**config.mk**
```make
export PLATFORM = sky130hd
export DESIGN_NAME = mfcc_log_pipe
export DESIGN_NICKNAME = d
export VERILOG_FILES = /design/src/rtl/mfcc_log_pipe.sv
export SDC_FILE = /design/constraint.sdc
export NUM_CORES = 1
export LEC_CHECK = 0
export BUFFER_PORTS_ARGS = -buffer_cell sky130_fd_sc_hd__buf_4
export CORE_MARGIN = 1.5
export CORE_UTILIZATION = 50
export DETAILED_ROUTE_END_ITERATION = 6
export GPL_TIMING_DRIVEN = 0
export HOLD_SLACK_MARGIN = 0.05
export PLACE_DENSITY = 0.7
export SYNTH_ARGS = -nofsm -noshare
export SYNTH_HDL_FRONTEND = slang
export SYNTH_SLANG_ARGS = --single-unit
```
**constraint.sdc**
```tcl
create_clock -name clk -period 15.95 [get_ports clk]
set_input_delay 3.19 -clock clk [delete_from_list [all_inputs] [get_ports clk]]
set_output_delay 3.19 -clock clk [all_outputs]
set_load 0.005 [all_outputs]
```
**src/rtl/mfcc_log_pipe.sv**
```systemverilog
// mfcc_log_pipe: three-stage fixed-point log2 / ln of unsigned mel-filter energies.
// Result = k*2^FRAC_W + fraction, where k is the leading-one index of the input.
// A natural-log result is produced by scaling with ln2 in Q0.16.
// Build option: define LOG_LUT_CORR_EN to add a 16-entry piecewise correction
// to the linear log2 fraction. Latency is the same with and without it.
module mfcc_log_pipe #(
  parameter int unsigned IN_W   = 44,
  parameter int unsigned FRAC_W = 9,
  parameter int unsigned OUT_W  = 16
) (
  input  logic             clk,
  input  logic             rst,
  input  logic             in_valid,
  output logic             in_ready,
  input  logic [IN_W-1:0]  in_data,
  input  logic             in_ln,
  output logic             out_valid,
  input  logic             out_ready,
  output logic [OUT_W-1:0] out_data,
  output logic             out_zero,
  output logic [15:0]      zero_cnt
);

  localparam int unsigned KW       = $clog2(IN_W);
  localparam int unsigned EW       = IN_W + FRAC_W;
  localparam int unsigned PW       = OUT_W + 16;
  localparam int unsigned LN2_Q16  = 45426;
  localparam int unsigned HALF_Q16 = 32768;

  // Reject a result width too narrow to hold the integer part, fraction and carry.
  if (OUT_W < $clog2(IN_W) + FRAC_W + 1) begin : g_bad_out_w
    $error("mfcc_log_pipe: OUT_W too small for IN_W/FRAC_W");
  end

`ifdef LOG_LUT_CORR_EN
  localparam int unsigned CSH_L = (FRAC_W >= 9) ? FRAC_W - 9 : 0;
  localparam int unsigned CSH_R = (FRAC_W < 9)  ? 9 - FRAC_W : 0;

  // Correction for log2(1+f) - f, tabulated in units of 2^-9 and rescaled to FRAC_W.
  function automatic logic [OUT_W-1:0] corr_lut(input logic [3:0] idx);
    logic [15:0] c9;
    c9 = 16'd0;
    case (idx)
      4'd0:  c9 = 16'd0;
      4'd1:  c9 = 16'd13;
      4'd2:  c9 = 16'd23;
      4'd3:  c9 = 16'd31;
      4'd4:  c9 = 16'd37;
      4'd5:  c9 = 16'd41;
      4'd6:  c9 = 16'd43;
      4'd7:  c9 = 16'd44;
      4'd8:  c9 = 16'd44;
      4'd9:  c9 = 16'd42;
      4'd10: c9 = 16'd39;
      4'd11: c9 = 16'd35;
      4'd12: c9 = 16'd29;
      4'd13: c9 = 16'd23;
      4'd14: c9 = 16'd16;
      default: c9 = 16'd9;
    endcase
    return OUT_W'((c9 << CSH_L) >> CSH_R);
  endfunction
`endif

  // Whole pipe advances together; it only holds when the output is blocked.
  assign in_ready = !out_valid || out_ready;

  logic [KW-1:0]    k_c;
  logic             s1_valid;
  logic [KW-1:0]    s1_k;
  logic             s1_zero;
  logic             s1_ln;
  logic [IN_W-1:0]  s1_data;

  logic [KW-1:0]    sh_c;
  logic [EW-1:0]    ext_c;
  logic [FRAC_W-1:0] frac_c;
  logic [OUT_W-1:0] log2v_c;
  logic             s2_valid;
  logic             s2_zero;
  logic             s2_ln;
  logic [OUT_W-1:0] s2_log2v;

  logic [PW-1:0]    prod_c;
  logic [OUT_W-1:0] ln_c;

  // Leading-one detector: highest set bit wins.
  always_comb begin
    k_c = '0;
    for (int i = 0; i < IN_W; i++) begin
      if (in_data[i]) k_c = KW'(i);
    end
  end

  // Stage 1: capture MSB index, zero flag, mode and raw energy.
  always_ff @(posedge clk) begin
    if (rst) begin
      s1_valid <= 1'b0;
      s1_k     <= '0;
      s1_zero  <= 1'b0;
      s1_ln    <= 1'b0;
      s1_data  <= '0;
    end else if (in_ready) begin
      s1_valid <= in_valid;
      s1_k     <= k_c;
      s1_zero  <= (in_data == '0);
      s1_ln    <= in_ln;
      s1_data  <= in_data;
    end
  end

  // Normalise so the leading one lands just above the fraction field; bits below
  // the MSB become the fraction, truncated or zero-filled as needed.
  always_comb begin
    sh_c   = KW'(IN_W - 1) - s1_k;
    ext_c  = {s1_data, {FRAC_W{1'b0}}} << sh_c;
    frac_c = FRAC_W'(ext_c >> (IN_W - 1));
`ifdef LOG_LUT_CORR_EN
    log2v_c = OUT_W'({s1_k, frac_c}) + corr_lut(frac_c[FRAC_W-1 -: 4]);
`else
    log2v_c = OUT_W'({s1_k, frac_c});
`endif
  end

  // Stage 2: register the log2 value.
  always_ff @(posedge clk) begin
    if (rst) begin
      s2_valid <= 1'b0;
      s2_zero  <= 1'b0;
      s2_ln    <= 1'b0;
      s2_log2v <= '0;
    end else if (in_ready) begin
      s2_valid <= s1_valid;
      s2_zero  <= s1_zero;
      s2_ln    <= s1_ln;
      s2_log2v <= log2v_c;
    end
  end

  // ln(x) = log2(x) * ln2, ln2 in Q0.16, rounded half up.
  always_comb begin
    prod_c = PW'(s2_log2v) * PW'(LN2_Q16) + PW'(HALF_Q16);
    ln_c   = OUT_W'(prod_c >> 16);
  end

  // Stage 3: output register; zero inputs force a zero result with the flag set.
  always_ff @(posedge clk) begin
    if (rst) begin
      out_valid <= 1'b0;
      out_zero  <= 1'b0;
      out_data  <= '0;
    end else if (in_ready) begin
      out_valid <= s2_valid;
      out_zero  <= s2_zero;
      if (s2_zero)    out_data <= '0;
      else if (s2_ln) out_data <= ln_c;
      else            out_data <= s2_log2v;
    end
  end

  // Saturating count of accepted zero-energy samples.
  always_ff @(posedge clk) begin
    if (rst) begin
      zero_cnt <= 16'd0;
    end else if (in_valid && in_ready && (in_data == '0) && (zero_cnt != 16'hFFFF)) begin
      zero_cnt <= zero_cnt + 16'd1;
    end
  end

endmodule

```
==> flow_metrics.tcl <==
set metrics [dict create \
    timing.fmax_mhz 124 \
    routed_wirelength_um 28200 \
    initial_core_util 0.510 \
    setup_viol 0 \
    hold_slack_ps 463 \
    cts_made_buffers 9 \
    drt_iter0_markers 715 \
    root_buffer "clkbuf_16" \
    pre_cts_ws_ps 7910 \
    worstSkewPairLatency_ps 370 \
    grt_pass1_vias 8825 \
    slew_headroom 0.254 \
    row_count 52 \
    ys_ff_latch 104 \
    clock-sinks 104 \
    grt_max_degree 21 \
    worst_slack_ps 7890 \
    antenna_found_initial 0 \
    dpl.hpwl_um 22500 \
    hold_start "s1_data[42]" \
    die_area_sq_mm 0.0216 \
    clk_pin_slew_ps 80 \
    drive_gt1_frac 0.124 \
    crit_path_start_kind "primary input" \
    synth_area_per_cell_sq_um 8.55 \
    synth_area_leaders "dfxtp_1, ha_1, fa_1, nand2_1, a21oi_1" \
    reg2reg_depth 20 \
    crit_start "out_ready" \
    gp_congestion 0.934 \
    hp-class "reg2reg" \
    arrival_ps 4870 \
    grt.total_usage 0.264 \
    final_nets 1535 \
    wl_per_cell_um 17.9 \
    synth_ff_type "dfxtp_1" \
    ys_warn_count 0 \
    via_per_inst 5.85 \
    endpoint_kind "primary output" \
    drcViolationCount 0 \
    ios 84 \
    ant_nets 0 \
    die_w_um 147 \
    reg2reg_from "s2_log2v[9]" \
    core-area_sq_mm 0.0203 \
    syn-num-nets 1442 \
    ys_seq_area_frac 0.201 \
    cts_tree "yes" \
    finalHoldViolCount 0 \
    async_reset_ff_frac 0 \
    finalSetupTns_ps 0 \
    leakage_uw 0.00530 \
    io_buffer_count 82 \
    ir_drop_mv 0.0635 \
    firstDrtPassIters 6 \
    yosys.area.top_type "dfxtp_1" \
    whs_path_depth 2 \
    synth_edf_count 0 \
    synthCells 1210 \
    rsz0062_at_grt "false" \
    synth_cell_types 72 \
    min_period_over_period 0.505 \
    fin_skew_ps 11.2 \
    postPlaceCellArea_sq_mm 0.0113 \
    slew_viol_final 0 \
    fin_area_sq_mm 0.0116 \
    syn_to_final_growth_pct 12.1 \
    outcome "completed" \
    grt_first_pass_wirelength_um 45300 \
    grt_overflow_total 0 \
    max-clock-path-buffers 2 \
    antenna_cells 0 \
    via_count 9230 \
    worst_slew_pin_slew_ps 1110 \
    die_h_um 147 \
    cts_setup_buffers 0 \
    postCtsHoldBufs 0 \
    criticalPathCategory "in2out" \
    synthesis.area_sq_mm 0.0103 \
    synth_top_area_share 0.201 \
    crit_fanout 10 \
    required_ps 12760 \
    fin_crit_ps 8060 \
    htreeDepth 3 \
    powerDensity_mw_per_mm2 104 \
    cap_violations 0 \
    cts_resized 0 \
    fillCellCount 1913 \
]
final timing paths:
kind                  end  slack (ps)
max              in_ready        7890
min           s1_data[42]         460
max reg2reg  out_data[13]        8690
min reg2reg   s1_data[42]         460
routing by layer:
metal	vias to the layer above	share of wire	GRT usage
met1	4418	0.46	0.382
met4	0	0.017	0.0636
li1	4424	-	-
met5	-	0	0
met2	348	0.45	0.414
met3	40	0.072	0.0382
worst max-delay path: stages:
cell and delay (ps):
buf_4 80, nor2b_1 30, clkbuf_1 190, inv_1 120
clkbuf_1 430, clkbuf_1 580, buf_4 230
Yosys cell counts (22+ instances only):
| library cell | instances |
|---|---|
| xnor2_1 | 25 |
| fa_1 | 67 |
| o21ai_0 | 38 |
| nor2_1 | 83 |
| a21oi_1 | 113 |
| inv_1 | 124 |
| mux2i_1 | 38 |
| nand3_1 | 22 |
| nand2_1 | 154 |
| dfxtp_1 | 104 |
| clkbuf_1 | 47 |
| ha_1 | 116 |
layout by cell type (no fill, tap or decap), types with 13 or more instances in the layout:
cell type and n:
nand2_1 154, nor2_1 83, clkbuf_1 47, nor3_1 15, dfxtp_1 104, o21ai_0 38
nor2b_1 13, a21oi_1 113, a22oi_1 14, xnor2_1 25, inv_1 124, xor2_1 16
nand3_1 22, mux2_2 21, a211oi_1 15, nor4_1 18, mux2i_1 38, buf_4 82
ha_1 116, fa_1 67, mux4_2 19
per-stage QoR:
step,total power [uW],utilization,instances
4_1_cts,1210,0.571,1578
2_1_floorplan,811,-,1210
6_report,1210,0.571,1578
5_1_grt,1310,0.571,1578
3_5_place_dp,975,0.557,1562
3_3_place_gp,967,0.557,1562
where the power goes:
group          internal [uW]  total [uW]  switching, uW
clock                    111         232            121
sequential               274         297           23.5
combinational            286         682            396
cells by family after synthesis:
logic type                 after synthesis  synth area share
AOI/OAI and AO/OA                      275             0.173
muxes                                   78             0.101
buffers and inverters                  187            0.0707
xor gates and xnor gates                41            0.0347
DFF                                    104             0.201
adders and majority gates              183             0.270
and+or+nand+nor                        342             0.150
sequential cells by signal, summed over array words and instances, names as in the netlist:
signal     cells
s1_data       43
out_data      16
zero_cnt      16
s2_log2v      15
s1_k           6
out_valid      1
out_zero       1
s1_ln          1
s1_valid       1
s1_zero        1
s2_ln          1
s2_valid       1
s2_zero        1
final cells by class:
class	count	area [sq um]	share of cell area
Sequential cell	104	2080	0.179
Buffer	63	267	0.0230
Tap cell	270	338	0.0291
Inverter	124	465	0.0401
Clock inverter	7	72.6	0.00626
Timing Repair Buffer	82	616	0.0531
Multi-Input combinational cell	919	7530	0.650
Clock buffer	9	225	0.0194
Note: power is estimated with default switching activity, not from simulation.
